===== src/rtl/alu_arbiter_if.sv =====
// ----------------------------------------------------------------------------
// alu_arbiter_if
// Bundles the requester handshake, operand/result bus and the ALU-side
// signals of alu_arbiter.
//   master : requester/ALU side (drives req*, op*, alu_result)
//   slave  : arbiter side (drives gnt*, done*, busy, result_out, alu_data*,
//            alu_select)
// ----------------------------------------------------------------------------
interface alu_arbiter_if;
   localparam int unsigned DW = 8;
   localparam int unsigned SW = 3;

   // requester side
   logic          req0;
   logic          req1;
   logic [DW-1:0] op0_data1;
   logic [DW-1:0] op0_data2;
   logic [SW-1:0] op0_select;
   logic [DW-1:0] op1_data1;
   logic [DW-1:0] op1_data2;
   logic [SW-1:0] op1_select;
   logic          gnt0;
   logic          gnt1;
   logic          done0;
   logic          done1;
   logic          busy;
   logic [DW-1:0] result_out;

   // ALU side
   logic [DW-1:0] alu_data1;
   logic [DW-1:0] alu_data2;
   logic [SW-1:0] alu_select;
   logic [DW-1:0] alu_result;

   modport master (
      output req0, req1,
      output op0_data1, op0_data2, op0_select,
      output op1_data1, op1_data2, op1_select,
      input  gnt0, gnt1, done0, done1, busy, result_out,
      input  alu_data1, alu_data2, alu_select,
      output alu_result
   );

   modport slave (
      input  req0, req1,
      input  op0_data1, op0_data2, op0_select,
      input  op1_data1, op1_data2, op1_select,
      output gnt0, gnt1, done0, done1, busy, result_out,
      output alu_data1, alu_data2, alu_select,
      input  alu_result
   );
endinterface


===== src/rtl/alu_arbiter.sv =====
// ----------------------------------------------------------------------------
// alu_arbiter
// Shares one 8-bit ALU between two requesters. One operation at a time:
// grant latches the winner's operands onto the ALU inputs, the result is
// captured after SETTLE_CYCLES and returned with a one-cycle done pulse.
//
// Parameters
//   SETTLE_CYCLES : cycles the ALU inputs are held before capture (1..3)
// Ports
//   clk_i   : clock, rising edge
//   rst_n_i : synchronous active-low reset
//   arb_if  : alu_arbiter_if.slave (requests, grants, done, result, ALU bus)
// Configuration
//   ALU_RR_EN defined   : round-robin on ties (last-served pointer, resets
//                         to requester 1 so requester 0 wins the first tie)
//   ALU_RR_EN undefined : fixed priority, requester 0 wins ties
// ----------------------------------------------------------------------------
module alu_arbiter #(
   parameter int unsigned SETTLE_CYCLES = 1
) (
   input  logic          clk_i,
   input  logic          rst_n_i,
   alu_arbiter_if.slave  arb_if
);

   localparam int unsigned DW    = 8;
   localparam int unsigned SW    = 3;
   localparam int unsigned CNT_W = 2;

   typedef enum logic [1:0] {
      ST_IDLE = 2'd0,
      ST_EXEC = 2'd1,
      ST_DONE = 2'd2
   } state_e;

   state_e         state_q, state_d;
   logic [CNT_W-1:0] cnt_q, cnt_d;
   logic           win_q, win_d;
   logic           gnt0_q, gnt0_d;
   logic           gnt1_q, gnt1_d;
   logic           done0_q, done0_d;
   logic           done1_q, done1_d;
   logic           busy_q, busy_d;
   logic [DW-1:0]  result_q, result_d;
   logic [DW-1:0]  alu_d1_q, alu_d1_d;
   logic [DW-1:0]  alu_d2_q, alu_d2_d;
   logic [SW-1:0]  alu_sel_q, alu_sel_d;
   logic           pick1_c;

`ifdef ALU_RR_EN
   logic           last_q, last_d;

   // On a tie the requester not served last wins.
   assign pick1_c = arb_if.req1 & (~arb_if.req0 | ~last_q);
`else
   // Requester 0 always wins a tie.
   assign pick1_c = arb_if.req1 & ~arb_if.req0;
`endif

   // State and output registers.
   always_ff @(posedge clk_i) begin
      if (!rst_n_i) begin
         state_q   <= ST_IDLE;
         cnt_q     <= '0;
         win_q     <= 1'b0;
         gnt0_q    <= 1'b0;
         gnt1_q    <= 1'b0;
         done0_q   <= 1'b0;
         done1_q   <= 1'b0;
         busy_q    <= 1'b0;
         result_q  <= '0;
         alu_d1_q  <= '0;
         alu_d2_q  <= '0;
         alu_sel_q <= '0;
`ifdef ALU_RR_EN
         last_q    <= 1'b1;
`endif
      end else begin
         state_q   <= state_d;
         cnt_q     <= cnt_d;
         win_q     <= win_d;
         gnt0_q    <= gnt0_d;
         gnt1_q    <= gnt1_d;
         done0_q   <= done0_d;
         done1_q   <= done1_d;
         busy_q    <= busy_d;
         result_q  <= result_d;
         alu_d1_q  <= alu_d1_d;
         alu_d2_q  <= alu_d2_d;
         alu_sel_q <= alu_sel_d;
`ifdef ALU_RR_EN
         last_q    <= last_d;
`endif
      end
   end

   // Next-state and next-output logic.
   always_comb begin
      state_d   = state_q;
      cnt_d     = cnt_q;
      win_d     = win_q;
      gnt0_d    = 1'b0;
      gnt1_d    = 1'b0;
      done0_d   = 1'b0;
      done1_d   = 1'b0;
      result_d  = result_q;
      alu_d1_d  = alu_d1_q;
      alu_d2_d  = alu_d2_q;
      alu_sel_d = alu_sel_q;
`ifdef ALU_RR_EN
      last_d    = last_q;
`endif

      case (state_q)
         ST_IDLE: begin
            if (arb_if.req0 || arb_if.req1) begin
               state_d = ST_EXEC;
               win_d   = pick1_c;
               cnt_d   = CNT_W'(SETTLE_CYCLES);
               gnt0_d  = ~pick1_c;
               gnt1_d  = pick1_c;
`ifdef ALU_RR_EN
               last_d  = pick1_c;
`endif
               if (pick1_c) begin
                  alu_d1_d  = arb_if.op1_data1;
                  alu_d2_d  = arb_if.op1_data2;
                  alu_sel_d = arb_if.op1_select;
               end else begin
                  alu_d1_d  = arb_if.op0_data1;
                  alu_d2_d  = arb_if.op0_data2;
                  alu_sel_d = arb_if.op0_select;
               end
            end
         end
         ST_EXEC: begin
            cnt_d = cnt_q - CNT_W'(1);
            // Last settle cycle: ALU output is stable, capture it.
            if (cnt_q == CNT_W'(1)) begin
               state_d  = ST_DONE;
               result_d = arb_if.alu_result;
               done0_d  = ~win_q;
               done1_d  = win_q;
            end
         end
         ST_DONE: begin
            state_d = ST_IDLE;
         end
         default: begin
            state_d = ST_IDLE;
         end
      endcase

      busy_d = (state_d != ST_IDLE);
   end

   assign arb_if.gnt0       = gnt0_q;
   assign arb_if.gnt1       = gnt1_q;
   assign arb_if.done0      = done0_q;
   assign arb_if.done1      = done1_q;
   assign arb_if.busy       = busy_q;
   assign arb_if.result_out = result_q;
   assign arb_if.alu_data1  = alu_d1_q;
   assign arb_if.alu_data2  = alu_d2_q;
   assign arb_if.alu_select = alu_sel_q;

endmodule


===== src/flat_wrapper.sv =====
// flat-port wrapper written by rule: the top's interface ports become plain ports
module alu_arbiter_flat 
#(
   parameter int unsigned SETTLE_CYCLES = 1
)
  (clk_i, rst_n_i, arb_if_req0, arb_if_req1, arb_if_op0_data1, arb_if_op0_data2, arb_if_op0_select, arb_if_op1_data1, arb_if_op1_data2, arb_if_op1_select, arb_if_gnt0, arb_if_gnt1, arb_if_done0, arb_if_done1, arb_if_busy, arb_if_result_out, arb_if_alu_data1, arb_if_alu_data2, arb_if_alu_select, arb_if_alu_result);
  alu_arbiter_if arb_if_i ();
  input  logic clk_i;
  input  logic rst_n_i;
  input wire logic [$bits(arb_if_i.req0)-1:0] arb_if_req0;
  input wire logic [$bits(arb_if_i.req1)-1:0] arb_if_req1;
  input wire logic [$bits(arb_if_i.op0_data1)-1:0] arb_if_op0_data1;
  input wire logic [$bits(arb_if_i.op0_data2)-1:0] arb_if_op0_data2;
  input wire logic [$bits(arb_if_i.op0_select)-1:0] arb_if_op0_select;
  input wire logic [$bits(arb_if_i.op1_data1)-1:0] arb_if_op1_data1;
  input wire logic [$bits(arb_if_i.op1_data2)-1:0] arb_if_op1_data2;
  input wire logic [$bits(arb_if_i.op1_select)-1:0] arb_if_op1_select;
  output wire logic [$bits(arb_if_i.gnt0)-1:0] arb_if_gnt0;
  output wire logic [$bits(arb_if_i.gnt1)-1:0] arb_if_gnt1;
  output wire logic [$bits(arb_if_i.done0)-1:0] arb_if_done0;
  output wire logic [$bits(arb_if_i.done1)-1:0] arb_if_done1;
  output wire logic [$bits(arb_if_i.busy)-1:0] arb_if_busy;
  output wire logic [$bits(arb_if_i.result_out)-1:0] arb_if_result_out;
  output wire logic [$bits(arb_if_i.alu_data1)-1:0] arb_if_alu_data1;
  output wire logic [$bits(arb_if_i.alu_data2)-1:0] arb_if_alu_data2;
  output wire logic [$bits(arb_if_i.alu_select)-1:0] arb_if_alu_select;
  input wire logic [$bits(arb_if_i.alu_result)-1:0] arb_if_alu_result;
  assign arb_if_i.req0 = arb_if_req0;
  assign arb_if_i.req1 = arb_if_req1;
  assign arb_if_i.op0_data1 = arb_if_op0_data1;
  assign arb_if_i.op0_data2 = arb_if_op0_data2;
  assign arb_if_i.op0_select = arb_if_op0_select;
  assign arb_if_i.op1_data1 = arb_if_op1_data1;
  assign arb_if_i.op1_data2 = arb_if_op1_data2;
  assign arb_if_i.op1_select = arb_if_op1_select;
  assign arb_if_gnt0 = arb_if_i.gnt0;
  assign arb_if_gnt1 = arb_if_i.gnt1;
  assign arb_if_done0 = arb_if_i.done0;
  assign arb_if_done1 = arb_if_i.done1;
  assign arb_if_busy = arb_if_i.busy;
  assign arb_if_result_out = arb_if_i.result_out;
  assign arb_if_alu_data1 = arb_if_i.alu_data1;
  assign arb_if_alu_data2 = arb_if_i.alu_data2;
  assign arb_if_alu_select = arb_if_i.alu_select;
  assign arb_if_i.alu_result = arb_if_alu_result;
  alu_arbiter #(.SETTLE_CYCLES(SETTLE_CYCLES)) u_core (.clk_i(clk_i), .rst_n_i(rst_n_i), .arb_if(arb_if_i));
endmodule

===== config.mk =====
export PLATFORM = sky130hd
export DESIGN_NAME = alu_arbiter_flat
export DESIGN_NICKNAME = d
export VERILOG_FILES = /design/src/rtl/alu_arbiter_if.sv /design/src/rtl/alu_arbiter.sv /design/src/flat_wrapper.sv
export SDC_FILE = /design/constraint.sdc
export NUM_CORES = 1
export LEC_CHECK = 0
export CAP_MARGIN = 20
export CORE_UTILIZATION = 36
export DETAILED_ROUTE_END_ITERATION = 16
export PLACE_DENSITY = 0.73
export SYNTH_ARGS = -nofsm -noshare
export SYNTH_HDL_FRONTEND = slang
export SYNTH_SLANG_ARGS = --single-unit

===== constraint.sdc =====
create_clock -name clk_i -period 1.4 [get_ports clk_i]
set_input_delay 0.28 -clock clk_i [delete_from_list [all_inputs] [get_ports clk_i]]
set_output_delay 0.28 -clock clk_i [all_outputs]
set_load 0.03 [all_outputs]

* Word-level counts from Yosys, hierarchy flattened
Cells that the tools add are included.
Operators by class: reductions and logical operators 9, mux-type cells 8, add/sub/neg operators 1, equal/unequal tests 3, bitwise operators 4
Operators by type and width (count):
- 8-bit 2-to-1 mux | 2
- 2-bit one-hot mux with 2 select lines | 2
- 2-bit 2-to-1 mux | 3
- 2-bit AND reduction | 3
- 3-bit AND reduction | 2
- 2-bit by 1-bit == test with 1-bit output, second input constant | 2
- 2-bit nonzero test | 2
- 3-bit 2-to-1 mux | 1
- 1-bit NOT | 3
- 2-bit zero test | 1
- 2-bit by 1-bit != test with 1-bit output, second input constant | 1
- 2-bit by 1-bit subtractor with 2-bit output, second input constant | 1
- 1-bit AND | 1
- 1-bit logical OR | 1
Word-level totals: output and inout bits 32, word-level logic and storage cells 37, flip-flop bits (word level) 37, input port bits 50

* Depth between registers and ports, before layout
Gate-level depths: netlist (run 1).
word-level depth 4, gate-level depth with buffers 6, gate-level depth less buffers 5

* Least setup slack after synthesis (run 1)
OpenSTA, ideal clock, no wires.
path type reg-to-reg, start point register u_core.cnt_q[0], end point register u_core.result_q[0] (netlist: u_core.arb_if.result_out[0]), cell stages (with the launch flop) 6, period minus slack after synthesis 1.317 ns, path buffers 1, arrival time 1.185 ns, setup time 0.132 ns, required time 1.268 ns, setup slack 0.083 ns, path through dfxtp_1 > ha_1 > clkbuf_1 > nand3b_1 > nand2_1 > a21oi_1
On the way: word-level cells in the longest chain between the ends 2
RTL lines:
- from (decl) | RTL line alu_arbiter.sv:37 | logic [CNT_W-1:0] cnt_q, cnt_d;
- from (signal assigned) | RTL line alu_arbiter.sv:80 | cnt_q <= cnt_d;
- 2-bit by 1-bit == test with 1-bit output | RTL line alu_arbiter.sv:139 | if (cnt_q == CNT_W'(1)) begin
- 2-bit AND reduction (no line)
- to (signal assigned) | RTL line alu_arbiter.sv:87 | result_q <= result_d;
- to (decl) | RTL line alu_arbiter.sv:44 | logic [DW-1:0] result_q, result_d;
No other way between the ends. A chain may end at the register's enable or synchronous reset.

* Final worst setup path (run 1)
start point input arb_if_req1, end point register u_core.alu_sel_q[2] (netlist: u_core.arb_if.alu_select[2])
On the way: word-level cells in the longest chain between the ends 2, elaborated cells on any way between the ends 4, those cells by class 1 x mux; 1 x bitwise; 2 x reduce/logical
RTL lines:
- from (decl) | RTL line flat_wrapper.sv:11 | input wire logic [$bits(arb_if_i.req1)-1:0] arb_if_req1;
- 1-bit AND / 1-bit logical OR (equally long branches) | RTL line alu_arbiter.sv:57, alu_arbiter.sv:116
- 3-bit 2-to-1 mux / 2-bit AND reduction (equally long branches)
- to (signal assigned) | RTL line alu_arbiter.sv:90 | alu_sel_q <= alu_sel_d;
- to (decl) | RTL line alu_arbiter.sv:47 | logic [SW-1:0] alu_sel_q, alu_sel_d;
Several ways; a longest one is shown, not always the timed one.

==> flow_summary.toml, run 1 <==
[yosys]
synth_cells = 182
synth.distinct_cells = 25
syn_area_sq_um = 1660
syn_area_per_cell_sq_um = 9.10
synthAdderAreaFrac_pct = 1.51
synth_mux_area_share_pct = 0
syn-num-nets = 234
synth_top_family_by_area = "compound AO/OA/AOI/OAI gates"
synth_xor_area_share_pct = 0
synth_top_cell_by_area = "dfxtp_1"
yosys_register_bits = 37
yosys-top-cells-area = "dfxtp_1 45%, a311oi_2 17%, nand2_1 11%"
netlist.area_leader.share_pct = 44.7
synth_compound_area_share_pct = 28.9
synth_warnings = 0
yosys.area_share.simple_pct = 18.9
synth_seq_area_share_pct = 44.7

[cells_and_area]
nFillCells = 416
nets = 321
antennaDiodeCount = 0
drive_gt1_share_pct = 17.0
finish.utilization_pct = 60.9
seq_area_sq_um = 741
postLayoutCellArea_sq_um = 2670
multi_input_area_sq_um = 831
areaGrowthSynthToFinish_pct = 61.3
fin_cells = 322

[worst_setup_path]
reg2regPathDepth = 4
r2r-start = "u_core.state_q[1]$_SDFF_PN0_"
critPathKind = "primary input to flop"
r2r_end = "u_core.arb_if.result_out[6]$_SDFFE_PN0P_"
crit_slowest_cell = "clkdlybuf4s50_1"
slowest_delay_ns = 0.47
crit_path_max_fanout = 12
crit_cells = 5
worst-path-buf-inv = 2
path_cells = "clkdlybuf4s50_1 -> or2_4 -> buf_6 -> a21oi_1 -> a311oi_2"
critical_path.top_delay_family = "buffers and inverters"
rrSetupSlack_ns = 0.18
setup.worst_path.end = "u_core.arb_if.alu_select[2]$_SDFFE_PN0P_"
cp.required_ns = 1.56
worstSetupStartpoint = "arb_if_req1"
cp-end-kind = "flop"
cp.arrival_ns = 1.51
worstSetupStartpointType = "primary input"

[floorplan]
fp.coreArea_sq_um = 4380
pin_count = 82
rows = 24
die_h_um = 69.8
start_util_pct = 37.8
dieWidth_um = 69.8
die_area_sq_um = 4870

[detailed_routing]
postRouteAntennaNets = 0
drt-initial-drc-count = 64
detail_route.vias_per_cell = 5.06
vias = 1629
post_drt_wl_per_cell_um = 13.7
dr.pass1.iters = 4
routed_wl_um = 4410
route.detailed.drc = 0

[placed_design]
dp.final_hpwl_um = 3190
port_buffers = 81
pre_cts_ws_ns = -0.341
gp_congestion = 0.722
place_area_sq_um = 2590
dp.cells = 313

[grt]
gr-total-overflow = 0
grt_max_degree = 17
antenna_found_initial = 0
grt_pass1_vias = 1579
grt_usage_pct = 18.9
grt_pass1_wl_um = 7280

[clock_network]
postCtsHoldBufs = 0
cts_max_level = 2
cts_buffers = 5
cts_sinks = 37
cts_tree = "done"
clk_pin_slew_ns = 0.07
clock_path_buffers = 2
insertion_delay_ns = 0.29
clock-root-buffer = "clkbuf_8"

[timing]
maxSlewViolCount = 0
period_minus_slack_ns = 1.35
relSlewSlack_pct = 76.8
fin_ws_ns = 0.0532
grt_setup_unrepaired = "false"
fin_skew_ns = 0.00325
setup_viol = 0
tightest_slew_ns = 0.348
fmax_mhz = 743
final-hold-violation-count = 0
period_share_pct = 96.2
fin_tns_setup_ns = 0

[hold_path]
hold_path_class = "flop to flop"

[flow_run]
cap_violations = 0

[pwr]
powerDensity_nw_per_um2 = 1110
vdd_ir_drop_max_mv = 0.556
cellLeakagePower_nw = 1.14

[run_status]
status = "finished, final reports clean"
-- worst min path at each step --
stage / cells past startpoint / to / startpoint / slack, ns
2_1_floorplan: 1 / u_core.win_q$_SDFFE_PN0P_ / arb_if_req0 / 0.38
3_3_place_gp: 1 / u_core.arb_if.done0$_SDFF_PN0_ / u_core.win_q$_SDFFE_PN0P_ / 0.43
3_5_place_dp: 1 / u_core.arb_if.done0$_SDFF_PN0_ / u_core.win_q$_SDFFE_PN0P_ / 0.44
4_1_cts: 1 / u_core.arb_if.done0$_SDFF_PN0_ / u_core.win_q$_SDFFE_PN0P_ / 0.45
5_1_grt: 1 / u_core.arb_if.done0$_SDFF_PN0_ / u_core.win_q$_SDFFE_PN0P_ / 0.47
6_report: 2 / u_core.arb_if.result_out[7]$_SDFFE_PN0P_ / u_core.arb_if.result_out[7]$_SDFFE_PN0P_ / 0.45
-- synth_stat cells --
library cell,number
a211o_1,1
a211oi_1,3
a21oi_1,30
a311oi_2,19
and2_1,1
and2_4,1
and2b_1,1
and3_1,3
buf_1,1
buf_2,8
buf_6,2
clkbuf_1,4
clkbuf_2,1
dfxtp_1,37
ha_1,2
inv_1,3
nand2_1,48
nand3_1,8
nand3b_1,1
nor2_4,1
nor2b_1,3
o21a_1,1
o21ai_0,1
or2_1,1
or2b_1,1
-- registers in the layout, indices dropped and copies added (netlist names) --
| register | count |
|---|---|
| u_core.arb_if.alu_data1 | 8 |
| u_core.arb_if.alu_data2 | 8 |
| u_core.arb_if.alu_select | 3 |
| u_core.arb_if.busy | 1 |
| u_core.arb_if.done0 | 1 |
| u_core.arb_if.done1 | 1 |
| u_core.arb_if.gnt0 | 1 |
| u_core.arb_if.gnt1 | 1 |
| u_core.arb_if.result_out | 8 |
| u_core.cnt_q | 2 |
| u_core.state_q | 2 |
| u_core.win_q | 1 |
-- timing repair --
item                       4_1_cts  5_1_grt
setup endpoints to repair       51       10
cloned                           1        0
setup buffers                    0        0
pin swaps                        1        0
resized for setup               34        3
-- final cells by class --
class	count	share of cell area, %
clock buffers	7	3.61
clock inverters	1	0.187
inverters	3	0.422
multi-input cells	127	31.1
flip-flops and latches	37	27.7
well taps	52	2.44
repair buffers	95	34.5
-- worst min-delay path: stages, from the launching register on --
cell and delay, ns:
dfxtp_1 0.31, nand2_1 0.05, a21oi_1 0.05
-- metrics by stage --
stage / total power (W) / hold slack [ns]
CTS: 0.00298 / 0.452
detailed placement: 0.00222 / 0.440
global route: 0.00310 / 0.467
finish: 0.00296 / 0.449
floorplan: 0.00180 / 0.377
global placement: 0.00220 / 0.435
-- layer usage --
metal  part of all wire [%]  global-route usage (%)  vias to the layer above
met4                   0.18                    4.00                        0
li1                       -                       -                      820
met3                    7.9                    7.12                        2
met5                      0                       0                        -
met2                     51                    33.9                       63
met1                     41                    21.1                      744
-- power by group --
part	leakage [nW]	switching (W)	internal [W]
logic	0.778	0.000518	0.000414
registers	0.305	0.0000539	0.00116
clock network	0.0542	0.000374	0.000445
total	1.14	0.000946	0.00202
-- kinds of logic (layout without fill, tap and decap cells) --
group,count (synthesis),after routing
AND/OR/NAND/NOR,69,70
AO/OA/AOI/OAI,55,55
flip-flops,37,37
buffers and inverters,19,106
adder cells (fa/ha/maj),2,2
-- cell usage in the layout (no fill, tap or decap), drive strengths merged --
cell / netlist / layout
a211o: 1 / 1
a211oi: 3 / 3
a21oi: 30 / 30
a311oi: 19 / 19
and2: 2 / 3
and2b: 1 / 1
and3: 3 / 3
buf: 11 / 14
clkbuf: 5 / 7
clkdlybuf4s50: 0 / 49
clkinv: 0 / 1
dfxtp: 37 / 37
dlygate4sd2: 0 / 32
ha: 2 / 2
inv: 3 / 3
nand2: 48 / 48
nand3: 8 / 8
nand3b: 1 / 1
nor2: 1 / 1
nor2b: 3 / 3
o21a: 1 / 1
o21ai: 1 / 1
or2: 1 / 1
or2b: 1 / 1
Power figures use the tool's default switching activity.
==> run 2: changes to the inputs <==
--- a/config.mk
+++ b/config.mk
@@ -5,7 +5,6 @@
 export SDC_FILE = /design/constraint.sdc
 export NUM_CORES = 1
 export LEC_CHECK = 0
-export CAP_MARGIN = 20
 export CORE_UTILIZATION = 36
 export DETAILED_ROUTE_END_ITERATION = 16
 export PLACE_DENSITY = 0.73
==> results of run 2 <==
Same layout as run 1: the final DEF is identical, and so are final timing and power.
==> run 3: changes to the inputs <==
--- a/config.mk
+++ b/config.mk
@@ -5,9 +5,9 @@
 export SDC_FILE = /design/constraint.sdc
 export NUM_CORES = 1
 export LEC_CHECK = 0
-export CORE_UTILIZATION = 36
+export CORE_UTILIZATION = 40
 export DETAILED_ROUTE_END_ITERATION = 16
-export PLACE_DENSITY = 0.73
+export PLACE_DENSITY = 0.77
 export SYNTH_ARGS = -nofsm -noshare
 export SYNTH_HDL_FRONTEND = slang
 export SYNTH_SLANG_ARGS = --single-unit
==> constraint.sdc (replaced) <==
create_clock -name clk_i -period 1.5 [get_ports clk_i]
set_input_delay 0.3 -clock clk_i [delete_from_list [all_inputs] [get_ports clk_i]]
set_output_delay 0.3 -clock clk_i [all_outputs]
set_load 0.03 [all_outputs]
==> run 3 against run 2 <==
  * Via count is 2.1% lower
  * Critical path type unchanged
  * Clock skew is 0.00062 ns lower
  * Clock-buffer cell count stayed put
  * Total power is 10% lower
==> flow_summary.toml, run 3 (same netlist as run 1, synthesis figures left out) <==
[run_status]
status = "finished, final reports clean"

[cells_and_area]
drive_gt1_share_pct = 14.0
finish.utilization_pct = 64.7
nFillCells = 356
mostFrequentLayoutCell = "clkdlybuf4s50_1"
fin_cells = 314
postLayoutCellArea_sq_um = 2590
antennaDiodeCount = 0
layout_common_cells = "49 x clkdlybuf4s50_1, 48 x nand2_1, 37 x dfxtp_1"
areaGrowthSynthToFinish_pct = 56.4
nets = 316

[placed_design]
dp.cells = 307
port_buffers = 81
dp.final_hpwl_um = 2800
place_area_sq_um = 2540
gp_congestion = 0.717

[clock_network]
cts_tree = "done"
postCtsHoldBufs = 0
clock-root-buffer = "clkbuf_8"
insertion_delay_ns = 0.29
clk_pin_slew_ns = 0.07
cts_max_level = 2
cts_buffers = 5
clock_path_buffers = 2
cts_sinks = 37

[detailed_routing]
postRouteAntennaNets = 0
vias = 1594
drt-initial-drc-count = 96
routed_wl_um = 4060
detail_route.vias_per_cell = 5.08
route.detailed.drc = 0
dr.pass1.iters = 4
post_drt_wl_per_cell_um = 12.9

[grt]
grt_usage_pct = 20.1
grt_pass1_vias = 1514
antenna_found_initial = 0
grt_max_degree = 32
grt_pass1_wl_um = 6650
gr-total-overflow = 0

[worst_setup_path]
slowest_delay_ns = 0.52
cp-end-kind = "flop"
worst-path-buf-inv = 2
cp.arrival_ns = 1.60
path_cells = "clkdlybuf4s50_1 -> nor2b_1 -> buf_4 -> nand2_1 -> a311oi_2"
worstSetupStartpointType = "primary input"
critical_path.top_delay_family = "buffers and inverters"
cp.required_ns = 1.70
critPathKind = "primary input to flop"
crit_slowest_cell = "clkdlybuf4s50_1"
crit_cells = 5
reg2regPathDepth = 3
crit_path_max_fanout = 19

[timing]
period_share_pct = 93.2
setup_viol = 0
relSlewSlack_pct = 69.4
fin_tns_setup_ns = 0
maxSlewViolCount = 0
grt_setup_unrepaired = "false"
tightest_slew_ns = 0.459
period_minus_slack_ns = 1.40
fmax_mhz = 715
final-hold-violation-count = 0
fin_skew_ns = 0.00263

[floorplan]
start_util_pct = 41.4
rows = 23
die_h_um = 66.3
fp.coreArea_sq_um = 4000
pin_count = 82
dieWidth_um = 66.3
die_area_sq_um = 4400

[flow_run]
cap_violations = 0

[hold_path]
hold_path_class = "flop to flop"
whs_path_depth = 2

[pwr]
p_clk_share_pct = 26.1
p_switching_w = 0.000847
pwr-share-comb_pct = 31.3
swShare_pct = 31.9
seq_power_share_pct = 42.6
vdd_ir_drop_max_mv = 0.664
p_int_w = 0.00181
powerDensity_nw_per_um2 = 1030
cellLeakagePower_nw = 1.09
-- run 3: cell types whose count changed in the layout (fill, tap and decap cells not counted) --
cell,delta
clkinv_2,-1
clkbuf_8,-1
buf_4,-1
and2_4,-1
buf_12,-1
or2_1,+1
clkbuf_1,+1
nor2b_1,+1
or2_4,-1
nor2b_2,-1
buf_6,-2
-- run 3: area by class of cell --
| class | instances | area [sq um] | area share [%] |
|---|---|---|---|
| sequential | 37 | 741 | 28.6 |
| tap | 50 | 62.6 | 2.42 |
| clock buffer | 7 | 86.3 | 3.33 |
| multi-input combinational | 126 | 817 | 31.6 |
| timing repair buffer | 91 | 871 | 33.6 |
| inverter | 3 | 11.3 | 0.435 |
-- run 3: timing repair --
action,4_1_cts,5_1_grt
setup endpoints to repair,32,0
setup buffers,0,0
gates resized for setup,32,0
-- run 3: worst paths after layout --
check	start	slack, ns	end
hold reg to reg	u_core.arb_if.result_out[5]$_SDFFE_PN0P_	0.45	u_core.arb_if.result_out[5]$_SDFFE_PN0P_
setup reg to reg	u_core.state_q[0]$_SDFF_PN0_	0.21	u_core.arb_if.done0$_SDFF_PN0_
hold / removal	u_core.arb_if.result_out[5]$_SDFFE_PN0P_	0.45	u_core.arb_if.result_out[5]$_SDFFE_PN0P_
setup / recovery	arb_if_req1	0.10	u_core.arb_if.alu_data1[6]$_SDFFE_PN0P_
-- run 3: worst min-delay path, stage by stage (launching register included) --
cell     delay (ns)
dfxtp_1        0.31
nand2_1        0.05
a21oi_1        0.05
-- run 3: power by group through the flow --
stage	Combinational [W]	Sequential [W]	Clock, W
floorplan	0.000359	0.00132	0
global placement	0.000887	0.00116	0
detailed placement	0.000895	0.00116	0
CTS	0.000838	0.00113	0.000713
global route	0.000903	0.00114	0.000745
finish	0.000832	0.00113	0.000693
-- run 3: through the flow --
step | setup slack (ns) | power, W | hold WS [ns]
finish | 0.102 | 0.00266 | 0.450
global route | 0.00770 | 0.00279 | 0.474
CTS | 0.107 | 0.00269 | 0.450
detailed placement | -0.203 | 0.00205 | 0.438
global placement | -0.158 | 0.00204 | 0.442
floorplan | 0.183 | 0.00168 | 0.397
-- run 3: metal layers --
layer	vias up	track usage, %	share of wire, %
met2	58	33.3	46
li1	804	-	-
met5	-	0	0
met3	7	6.21	7.3
met4	0	10.4	2.1
met1	725	23.0	44
